<file path="src/rtl/io_handshake_port_pkg.sv">
// Shared definitions for the processor-side handshake port: FSM encoding and
// transfer direction constants.
package io_handshake_port_pkg;

    typedef enum logic [1:0] {
        IDLE = 2'b00,
        ACK  = 2'b01,
        REL  = 2'b10
    } hs_state_t;

    localparam logic DIR_RD = 1'b0;
    localparam logic DIR_WR = 1'b1;

endpackage

</file>
<file path="src/rtl/io_handshake_port_byte_fifo.sv">
// Small register-based FIFO with combinational head output; entries are reset
// so a freshly cleared FIFO presents zero on rdata.
module byte_fifo #(
    parameter int width = 8,
    parameter int depth = 4
) (
    input  logic                     clk,
    input  logic                     rst,
    input  logic                     push,
    input  logic                     pop,
    input  logic [width-1:0]         wdata,
    output logic [width-1:0]         rdata,
    output logic [$clog2(depth):0]   count,
    output logic                     empty,
    output logic                     full
);

    localparam int aw = $clog2(depth);

    logic [width-1:0] mem_reg [depth];
    logic [aw-1:0]    wr_ptr_reg;
    logic [aw-1:0]    rd_ptr_reg;
    logic [aw:0]      count_reg;
    logic             do_push;
    logic             do_pop;

    // Guard against overflow/underflow even if the caller misbehaves.
    assign do_push = push & ~full;
    assign do_pop  = pop & ~empty;

    generate
        for (genvar gi = 0; gi < depth; gi++) begin : g_entry
            always_ff @(posedge clk or posedge rst) begin
                if (rst) begin
                    mem_reg[gi] <= '0;
                end else if (do_push && wr_ptr_reg == aw'(gi)) begin
                    mem_reg[gi] <= wdata;
                end
            end
        end
    endgenerate

    always_ff @(posedge clk or posedge rst) begin
        if (rst) begin
            wr_ptr_reg <= '0;
            rd_ptr_reg <= '0;
            count_reg  <= '0;
        end else begin
            if (do_push) begin
                wr_ptr_reg <= wr_ptr_reg + 1'b1;
            end
            if (do_pop) begin
                rd_ptr_reg <= rd_ptr_reg + 1'b1;
            end
            case ({do_push, do_pop})
                2'b10:   count_reg <= count_reg + 1'b1;
                2'b01:   count_reg <= count_reg - 1'b1;
                default: count_reg <= count_reg;
            endcase
        end
    end

    assign rdata = mem_reg[rd_ptr_reg];
    assign count = count_reg;
    assign empty = (count_reg == '0);
    assign full  = (count_reg == (aw + 1)'(depth));

endmodule

</file>
<file path="src/rtl/io_handshake_port.sv">
// Byte-wide I/O port: four-phase request/acknowledge toward the processor,
// valid/ready toward the external device, with an RX and a TX FIFO between.
module io_handshake_port
    import io_handshake_port_pkg::*;
#(
    parameter int width = 8,
    parameter int depth = 4
) (
    input  logic             g_clk,
    input  logic             g_clr,
    input  logic             p_hs_out,
    input  logic             p_wr_nrd,
    input  logic [width-1:0] p_bus_out,
    output logic [width-1:0] p_bus_in,
    output logic             p_hs_in,
    input  logic [width-1:0] rx_data,
    input  logic             rx_valid,
    output logic             rx_ready,
    output logic [width-1:0] tx_data,
    output logic             tx_valid,
    input  logic             tx_ready,
    output logic             rx_empty,
    output logic             tx_full
);

    localparam int cw = $clog2(depth) + 1;

    hs_state_t        state_reg, state_next;
    logic             dir_reg, dir_next;
    logic [width-1:0] bus_in_reg;

    logic             tx_push, rx_pop, load_bus;
    logic [width-1:0] rx_head;
    logic [cw-1:0]    rx_count, tx_count;
    logic             rx_empty_int, rx_full_int;
    logic             tx_empty_int, tx_full_int;
    logic             rx_avail, tx_room;

    assign rx_avail = (rx_count != '0);
    assign tx_room  = (tx_count < cw'(depth));

    byte_fifo #(.width(width), .depth(depth)) u_rx_fifo (
        .clk   (g_clk),
        .rst   (g_clr),
        .push  (rx_valid & ~rx_full_int),
        .pop   (rx_pop),
        .wdata (rx_data),
        .rdata (rx_head),
        .count (rx_count),
        .empty (rx_empty_int),
        .full  (rx_full_int)
    );

    byte_fifo #(.width(width), .depth(depth)) u_tx_fifo (
        .clk   (g_clk),
        .rst   (g_clr),
        .push  (tx_push),
        .pop   (tx_ready & ~tx_empty_int),
        .wdata (p_bus_out),
        .rdata (tx_data),
        .count (tx_count),
        .empty (tx_empty_int),
        .full  (tx_full_int)
    );

    always_ff @(posedge g_clk or posedge g_clr) begin
        if (g_clr) begin
            state_reg  <= IDLE;
            dir_reg    <= DIR_RD;
            bus_in_reg <= '0;
        end else begin
            state_reg <= state_next;
            dir_reg   <= dir_next;
            if (load_bus) begin
                bus_in_reg <= rx_head;
            end
        end
    end

    always_comb begin
        state_next = state_reg;
        dir_next   = dir_reg;
        tx_push    = 1'b0;
        rx_pop     = 1'b0;
        load_bus   = 1'b0;
        case (state_reg)
            IDLE: begin
                if (p_hs_out && p_wr_nrd && tx_room) begin
                    tx_push    = 1'b1;
                    dir_next   = DIR_WR;
                    state_next = ACK;
                end else if (p_hs_out && !p_wr_nrd && rx_avail) begin
                    load_bus   = 1'b1;
                    dir_next   = DIR_RD;
                    state_next = ACK;
                end
            end
            ACK: begin
                // The RX entry is consumed only once the processor has let go.
                if (!p_hs_out) begin
                    rx_pop     = (dir_reg == DIR_RD);
                    state_next = REL;
                end
            end
            REL:     state_next = IDLE;
            default: state_next = IDLE;
        endcase
    end

    assign p_hs_in  = (state_reg == ACK);
    assign p_bus_in = bus_in_reg;
    assign rx_ready = ~rx_full_int;
    assign rx_empty = rx_empty_int;
    assign tx_valid = ~tx_empty_int;
    assign tx_full  = tx_full_int;

endmodule

</file>
<file path="config.mk">
export PLATFORM = sky130hd
export DESIGN_NAME = io_handshake_port
export DESIGN_NICKNAME = d
export VERILOG_FILES = /design/src/rtl/io_handshake_port_pkg.sv /design/src/rtl/io_handshake_port_byte_fifo.sv /design/src/rtl/io_handshake_port.sv
export SDC_FILE = /design/constraint.sdc
export NUM_CORES = 1
export LEC_CHECK = 0
export ABC_AREA = 1
export CORE_ASPECT_RATIO = 1.2
export CORE_MARGIN = 2
export CORE_UTILIZATION = 57
export DETAILED_ROUTE_END_ITERATION = 6
export DONT_BUFFER_PORTS = 1
export PLACE_DENSITY = 0.73
export SYNTH_ARGS = -nofsm -noshare
export SYNTH_HDL_FRONTEND = slang
export SYNTH_HIERARCHICAL = 1
export SYNTH_SLANG_ARGS = --single-unit
</file>
<file path="constraint.sdc">
create_clock -name g_clk -period 2.2 [get_ports g_clk]
set_input_delay 0.44 -clock g_clk [delete_from_list [all_inputs] [get_ports g_clk]]
set_output_delay 0.44 -clock g_clk [all_outputs]
set_load 0.03 [all_outputs]
</file>
# ---- Word-level counts from Yosys, hierarchy flattened
# Index checks and enable logic that the tools add are counted.
dict set report word_totals {
  ff_bits 89
  wordCells 101
}
dict set report classes {
  n_addsub 8
  n_lt_le_gt_ge 3
  eq_ne 15
  muxes 21
  bitwise_logic 13
  reduce_logical 24
}
# cell count
set ops {}
lappend ops {{$bmux 8 s2} 2}
lappend ops {{$mux 8} 4}
lappend ops {{$eq 2x2->1 const B} 6}
lappend ops {{$logic_and 1x1->1} 12}
lappend ops {{$pmux 3 s2} 2}
lappend ops {{$eq 2x1->1 const B} 5}
lappend ops {{$mux 1} 9}
lappend ops {{$add 2x1->2 const B} 4}
lappend ops {{$add 3x1->3 const B} 2}
lappend ops {{$and 1x1->1} 6}
lappend ops {{$eq 3x3->1 const B} 2}
lappend ops {{$ge 3x3->1 const B} 2}
lappend ops {{$logic_not 2->1} 3}
lappend ops {{$logic_not 3->1} 2}
lappend ops {{$mux 2} 3}
lappend ops {{$not 2->3} 2}
lappend ops {{$reduce_bool 2->1} 3}
lappend ops {{$sub 3x1->3 const B} 2}
lappend ops {{$not 1->1} 5}
lappend ops {{$pmux 2 s2} 1}
lappend ops {{$reduce_and 2->1} 2}
lappend ops {{$lt 3x3->1 const B} 1}
lappend ops {{$ne 3x3->1 const B} 1}
lappend ops {{$reduce_bool 3->1} 1}
lappend ops {{other kinds (2)} 2}

# ---- Depth between registers and ports, before layout
# Gate-level depths: netlist of the first run.
dict set report depth {
  ltp_word 7
  depth_mapped 16
}

# ---- Cells and area by module
# The synthesis of the first run kept the hierarchy.
# module instances cells_each area_per_inst_um2
set modules_own_cells {}
lappend modules_own_cells {byte_fifo 2 252 2042.0}
lappend modules_own_cells {io_handshake_port 1 64 524.3}

# ---- Least setup slack after synthesis of the first run
# OpenSTA, ideal clock, no wires.
dict set report synth_timing {
  kind {register -> register}
  startpoint {register state_reg[1]}
  endpoint {register u_rx_fifo.count_reg[2], in the netlist u_rx_fifo/count[2]}
  setup_time_ns 0.117
  t_arrival_ns 2.159
  t_required_ns 2.083
  path_slack_ns -0.076
  stages_incl_launch_ff 13
  period_less_slack_ns 2.276
  cell_sequence {dfrtp_1 nor2_1 inv_2 nor3_1 nand2_1 inv_1 ha_1 inv_1 fa_1 nand2_1 nand3_1 nand2_1 nand2_1}
}
dict set report synth_via {
  elab_chain_len 5
  word_cells_on_any_way 7
}
# item line
set synth_rtl {}
lappend synth_rtl {{start: declaration} io_handshake_port.sv:28} ;# hs_state_t state_reg, state_next;
lappend synth_rtl {{start signal: assignment} io_handshake_port.sv:72} ;# state_reg <= state_next;
lappend synth_rtl {{$eq 2x1->1 (*)} --}
lappend synth_rtl {{via p_hs_in} io_handshake_port.sv:15} ;# output logic p_hs_in,
lappend synth_rtl {{$mux 1 (*)} io_handshake_port.sv:86} ;# case (state_reg)
lappend synth_rtl {{via rx_pop} io_handshake_port.sv:32} ;# logic tx_push, rx_pop, load_bus;
lappend synth_rtl {{$and 1x1->1 (*)} io_handshake_port_byte_fifo.sv:29} ;# assign do_pop = pop & ~empty;
lappend synth_rtl {{via u_rx_fifo.do_pop} io_handshake_port_byte_fifo.sv:25} ;# logic do_pop;
lappend synth_rtl {{$eq 2x1->1 or $eq 2x2->1 (tied branches)} io_handshake_port_byte_fifo.sv:55} ;# case ({do_push, do_pop})
lappend synth_rtl {{$pmux 3 s2 or $reduce_bool 2->1 (tied branches)} --}
lappend synth_rtl {{end signal: assignment} io_handshake_port_byte_fifo.sv:56} ;# 2'b10: count_reg <= count_reg + 1'b1;
lappend synth_rtl {{end signal: assignment} io_handshake_port_byte_fifo.sv:57} ;# 2'b01: count_reg <= count_reg - 1'b1;
lappend synth_rtl {{end signal: assignment} io_handshake_port_byte_fifo.sv:58} ;# default: count_reg <= count_reg;
lappend synth_rtl {{end: declaration} io_handshake_port_byte_fifo.sv:23} ;# logic [aw:0] count_reg;
# The timed path passes the listed nets; every way through them passes the cells marked *.
# A chain may end at the register's enable or synchronous reset.

# ---- Worst setup path in the final report of the first run
dict set report layout_timing {
  startpoint {register u_tx_fifo.rd_ptr_reg[0]}
  endpoint {output port tx_data[2]}
}
dict set report layout_via {
  elab_chain_len 4
}
# item line
set layout_rtl {}
lappend layout_rtl {{start: declaration} io_handshake_port_byte_fifo.sv:22} ;# logic [aw-1:0] rd_ptr_reg;
lappend layout_rtl {{start signal: assignment} io_handshake_port_byte_fifo.sv:53} ;# rd_ptr_reg <= rd_ptr_reg + 1'b1;
lappend layout_rtl {{$not 2->3 (implied by the code)} io_handshake_port_byte_fifo.sv:63} ;# assign rdata = mem_reg[rd_ptr_reg];
lappend layout_rtl {{$bmux 8 s2} io_handshake_port_byte_fifo.sv:63}
lappend layout_rtl {{$mux 8 (implied by the code) (2 in a row)} io_handshake_port_byte_fifo.sv:63}
lappend layout_rtl {{end: declaration} io_handshake_port.sv:19} ;# output logic [width-1:0] tx_data,
# Every way passes these cells. The select of a mux whose other input is x is not followed.

==> results of run 1 <==
## per-layer routing
layer  part of all wire  global-route usage  vias up
met2               0.50               0.432      122
li1                   -                   -     1870
met5                  0                   0        -
met4              0.026               0.105        0
met3              0.065              0.0641       27
met1               0.41               0.299     1831
## placed cells by master, fill, tap and decap left out, drive strengths merged
cell	count
dfrtp	89
buf	23
nor2	57
nand2	192
xnor2	2
nor3	1
inv	41
bufinv	2
o21ai	50
clkinv	3
ha	10
dlygate4sd3	1
fa	2
nand3	28
nand4	66
clkbuf	9
## synth_stat cells
cell type / number / area share
nor2_2: 2 / 0.0027
nand4_1: 66 / 0.090
nand2_1: 186 / 0.15
nand2_4: 2 / 0.0049
buf_6: 2 / 0.0049
nand3_1: 26 / 0.028
buf_8: 6 / 0.020
nor2_1: 54 / 0.044
o21ai_0: 50 / 0.054
inv_2: 6 / 0.0049
inv_1: 33 / 0.027
nor3_1: 1 / 0.0011
fa_1: 2 / 0.0087
buf_4: 8 / 0.013
ha_1: 10 / 0.027
nor2_8: 1 / 0.0043
buf_2: 16 / 0.017
dfrtp_1: 89 / 0.48
xnor2_1: 2 / 0.0038
nand2_2: 4 / 0.0054
nand3_2: 2 / 0.0043
## area by class of cell
type	instances	area [µm²]	area share
clock buffer	9	124	0.0254
clock inverter	7	92.6	0.0190
inverter	39	146	0.0300
multi-input combinational	408	2000	0.409
sequential	89	2230	0.456
tap	92	115	0.0236
timing repair buffer	24	183	0.0374
## timing repair
item	in CTS	in global routing
hold buffers	1	0
endpoints found under the hold margin	11	0
resized for setup	0	3
endpoints found under the setup margin	0	2
## how the worst max path moves through the flow
stage	from	end	slack [ns]	cells past startpoint
6_report	u_tx_fifo/rd_ptr_reg[0]	tx_data[2]	0.18	6
3_3_place_gp	state_reg[1]	u_rx_fifo/count[2]	0.22	12
2_1_floorplan	u_rx_fifo/count[1]	u_rx_fifo/count[2]	0.02	15
4_1_cts	u_tx_fifo/count[2]	u_tx_fifo/count[2]	0.13	13
5_1_grt	u_rx_fifo/count[1]	u_rx_fifo/count[2]	0.02	12
3_5_place_dp	u_tx_fifo/count[2]	u_tx_fifo/count[2]	0.15	13
## power breakdown
| group | internal [W] | switching, W |
|---|---|---|
| sequential | 0.00239 | 0.000583 |
| clock | 0.000642 | 0.000596 |
| combinational | 0.00114 | 0.00234 |
## through the flow
stage               total power, W  utilization  std cells  hold slack, ns  instance area (µm²)
floorplan                  0.00567            -        568           0.292                 4610
global placement           0.00634        0.600        651           0.327                 4650
detailed placement         0.00646        0.600        651           0.346                 4650
CTS                        0.00771        0.629        668          0.0898                 4870
global route               0.00835        0.630        668           0.112                 4880
finish                     0.00769        0.630        668          0.0840                 4880
## cells by family after synthesis
| kind of cell | synth area share |
|---|---|
| AND/OR/NAND/NOR | 0.336 |
| flip-flops | 0.483 |
| buffers and inverters | 0.0866 |
| AO/OA/AOI/OAI | 0.0543 |
| adder cells (fa/ha/maj) | 0.0358 |
| XOR/XNOR | 0.00380 |
==> results.sh, run 1 <==
export IMPL_routed_wl_mm=10.3
export IMPL_critPathKind="flop to primary output"
export IMPL_drt_iter0_drc=189
export IMPL_p_leak_nw=2.60
export IMPL_finalHoldViolations=0
export IMPL_core_area_mm2=0.00775
export IMPL_synth_area_mm2=0.00461
export IMPL_grt_usage=0.251
export IMPL_clock_sinks=89
export IMPL_path_delay_family="buffers and inverters"
export IMPL_fin_skew_ns=0.00594
export IMPL_grt_max_degree=40
export IMPL_crit_slowest_cell="dfrtp_1"
export IMPL_status="finished clean"
export IMPL_tns_ns=0
export IMPL_viasPerCell=5.76
export IMPL_rsz0062_at_grt="false"
export IMPL_place_ws_ns=0.151
export IMPL_dpl_hpwl_mm=6.86
export IMPL_fp_dieArea_mm2=0.00882
export IMPL_fin_crit_sh=0.917
export IMPL_route_detailed_drc=0
export IMPL_drive_above_1_share=0.106
export IMPL_netlist_instances=568
export IMPL_rows=35
export IMPL_worstPathRequired_ns=1.76
export IMPL_worstSetupEndpointType="primary output"
export IMPL_gp_congestion=0.810
export IMPL_overflow=0
export IMPL_powerDensity_mw_per_mm2=1570
export IMPL_synth_cell_types=21
export IMPL_yosysWarningCount=6
export IMPL_r2r_slack_ns=0.22
export IMPL_synth_seq_area_share=0.483
export IMPL_drt_pass1_iterations=5
export IMPL_htreeDepth=3
export IMPL_final_setup_viol_count=0
export IMPL_tightestPinTransition_ns=0.521
export IMPL_hold_class="input pin to async pin"
export IMPL_die_h_um=102
export IMPL_ant_nets=0
export IMPL_start_util=0.595
export IMPL_clock_fmax_mhz=496
export IMPL_syn_nets=602
export IMPL_layout_min_cycle_time_ns=2.02
export IMPL_max_slew_margin=0.652
export IMPL_clock_latency_ns=0.35
export IMPL_dr_total_vias=3850
export IMPL_crit_path_start_kind="flop"
export IMPL_fillers=698
export IMPL_port_buffers=0
export IMPL_grt_pass1_wl_mm=17.5
export IMPL_insertedDiodeCount=0
export IMPL_finalMaxSlewViolations=0
export IMPL_avgSynthCellArea_um2=8.11
export IMPL_ir_worst_vdd_mv=1.27
export IMPL_critical_path_buf_inv_count=2
export IMPL_rr_worst_depth=13
export IMPL_clk_pin_slew_worst_paths_ns=0.09
export IMPL_synth_seq_cells=89
export IMPL_cts_buffers=9
export IMPL_drt_wirelength_per_cell_um=15.4
export IMPL_cts_root_buf="clkbuf_8"
export IMPL_grt_pass1_vias=3747
export IMPL_slowest_delay_ns=0.41
export IMPL_cts_tree="built"
export IMPL_path_cells="buf_4, nor2_1, nor2_1, o21ai_0, o21ai_0, buf_4"
export IMPL_nNetsFinal=605
export IMPL_io_pins=43
export IMPL_cap_viol_max_count=0
export IMPL_arrival_ns=1.58
export IMPL_worst_path_max_fanout=16
export IMPL_fp_dieW_um=86.1
export IMPL_regToRegStartpoint="u_tx_fifo/count[2]"
export IMPL_rr_endpoint="u_tx_fifo/count[2]"
export IMPL_cts_buffer_depth=2
export IMPL_area_delta_synth_final_pct=6.00
export IMPL_cts_setup_buffers=0
export IMPL_antenna_found_initial=0
export IMPL_layout_setup_ws_ns=0.183
Note: power is estimated with default switching activity, not from simulation.
==> run 2: changes to the inputs <==
- CAP_MARGIN: not set -> 20
- CORE_UTILIZATION: 57 -> 25
- PLACE_DENSITY: 0.73 -> 0.38
==> results.sh, run 2 (synthesized netlist as in run 1, its figures left out) <==
export IMPL_grt_max_degree=40
export IMPL_layout_min_cycle_time_ns=2.10
export IMPL_nNetsFinal=603
export IMPL_clock_sinks=89
export IMPL_fin_total_pwr_w=0.00794
export IMPL_path_delay_family="buffers and inverters"
export IMPL_critical_path_buf_inv_count=2
export IMPL_path_depth=4
export IMPL_max_slew_margin=0.649
export IMPL_cts_buffer_depth=2
export IMPL_startpoint="u_tx_fifo/rd_ptr_reg[0]"
export IMPL_route_detailed_drc=0
export IMPL_mostFrequentLayoutCell="nand2_1"
export IMPL_status="finished clean"
export IMPL_drt_pass1_iterations=5
export IMPL_grt_usage=0.137
export IMPL_drive_above_1_share=0.0947
export IMPL_cts_root_buf="clkbuf_16"
export IMPL_fin_skew_ns=0.00838
export IMPL_fin_crit_sh=0.956
export IMPL_finalMaxSlewViolations=0
export IMPL_p_leak_nw=2.60
export IMPL_pwr_share_clk=0.178
export IMPL_viasPerCell=4.73
export IMPL_die_h_um=153
export IMPL_rr_worst_depth=13
export IMPL_worstSetupEndpointType="primary output"
export IMPL_rr_endpoint="u_rx_fifo/count[2]"
export IMPL_fp_dieArea_mm2=0.0195
export IMPL_rsz0062_at_grt="true"
export IMPL_final_cell_mix="nand2_1, dfrtp_1, nand4_1, nor2_1, o21ai_0"
export IMPL_crit_slowest_cell="dfrtp_1"
export IMPL_core_area_mm2=0.0181
export IMPL_drt_wirelength_per_cell_um=16.1
export IMPL_gp_congestion=0.782
export IMPL_cts_setup_buffers=0
export IMPL_slowest_delay_ns=0.45
export IMPL_finalHoldViolations=0
export IMPL_grt_pass1_vias=3671
export IMPL_seqPwrFrac=0.379
export IMPL_start_util=0.254
export IMPL_worst_path_max_fanout=18
export IMPL_ant_nets=0
export IMPL_switching_power_w=0.00362
export IMPL_clk_pin_slew_worst_paths_ns=0.06
export IMPL_antenna_found_initial=0
export IMPL_routed_wl_mm=12.8
export IMPL_crit_path_frequent_cell="o21ai_0"
export IMPL_fp_dieW_um=128
export IMPL_clock_fmax_mhz=475
export IMPL_powerDensity_mw_per_mm2=1560
export IMPL_hold_class="input pin to async pin"
export IMPL_area_delta_synth_final_pct=10.1
export IMPL_ir_worst_vdd_mv=0.579
export IMPL_arrival_ns=1.66
export IMPL_regToRegStartpoint="state_reg[1]"
export IMPL_pwr_share_comb=0.443
export IMPL_path_cells="inv_2, o21ai_0, o21ai_0, buf_4"
export IMPL_io_pins=43
export IMPL_tightestPinTransition_ns=0.526
export IMPL_dr_total_vias=3755
export IMPL_cap_viol_max_count=0
export IMPL_port_buffers=0
export IMPL_final_setup_viol_count=0
export IMPL_cts_buffers=9
export IMPL_rows=54
export IMPL_final_core_utilization=0.280
export IMPL_overflow=0
export IMPL_internal_power_w=0.00432
export IMPL_insertedDiodeCount=0
export IMPL_worstPathRequired_ns=1.76
export IMPL_htreeDepth=3
export IMPL_clock_latency_ns=0.35
export IMPL_drt_iter0_drc=321
export IMPL_tns_ns=0
export IMPL_p_sw_frac=0.456
export IMPL_crit_end="tx_data[7]"
export IMPL_cts_tree="built"
export IMPL_r2r_slack_ns=0.19
export IMPL_crit_path_start_kind="flop"
export IMPL_grt_pass1_wl_mm=20.7
export IMPL_dpl_hpwl_mm=8.87
export IMPL_critPathKind="flop to primary output"
## run 2: cell types whose count changed in the layout (fill, tap and decap cells not counted)
cell       before  now
nand2_2         5    4
buf_4          23   21
bufinv_16       2    0
nand2_1       185  186
inv_6           2    0
clkbuf_16       0    9
clkinv_2        3    1
clkbuf_8        9    2
## run 2: routing by layer
layer / share of wire / wire length [µm] / vias up / global-route usage
li1: - / - / 1870 / -
met1: 0.43 / 5470 / 1787 / 0.172
met2: 0.51 / 6500 / 79 / 0.229
met3: 0.040 / 507 / 19 / 0.0263
met4: 0.025 / 316 / 0 / 0.0617
met5: 0 / 0 / - / 0
## run 2: how the worst min path moves through the flow
stage | cells after the start | to | startpoint | slack [ns]
3_5_place_dp | 1 | p_bus_in[1] | g_clr | 0.35
5_1_grt | 2 | u_rx_fifo/rd_ptr_reg[1] | g_clr | 0.16
6_report | 2 | u_tx_fifo/count[2] | g_clr | 0.11
3_3_place_gp | 1 | p_bus_in[0] | g_clr | 0.34
2_1_floorplan | 1 | dir_reg | g_clr | 0.29
4_1_cts | 2 | u_rx_fifo/mem_reg[20] | g_clr | 0.13
## run 2: cell type report
class / instances / area [µm²]
clock buffer: 11 / 253
fill: 1965 / 13000
inverter: 39 / 146
tap: 224 / 280
multi-input combinational: 408 / 1990
clock inverter: 1 / 5.00
timing repair buffer: 22 / 168
sequential: 89 / 2230
## run 2: metrics by stage
| step | area (µm²) | hold WS, ns | instances | worst slack, ns |
|---|---|---|---|---|
| after floorplan | 4610 | 0.292 | 568 | 0.0195 |
| after global placement | 4800 | 0.340 | 781 | 0.140 |
| after detailed placement | 4800 | 0.352 | 781 | 0.107 |
| after CTS | 5070 | 0.130 | 794 | 0.0316 |
| after global routing | 5070 | 0.158 | 794 | -0.0422 |
| final | 5070 | 0.111 | 794 | 0.0959 |
## run 2: timing repair
action	in CTS	in global routing
endpoints found under the setup margin	0	6
endpoints found under the hold margin	11	0
hold buffers	1	0
gates resized for setup	0	2
## run 2: power by group through the flow
stage / Clock (W) / Sequential [W] / Combinational [W]
CTS: 0.00147 / 0.00301 / 0.00358
detailed placement: 0 / 0.00303 / 0.00357
global placement: 0 / 0.00301 / 0.00353
global route: 0.00154 / 0.00310 / 0.00400
floorplan: 0 / 0.00287 / 0.00279
finish: 0.00142 / 0.00301 / 0.00352
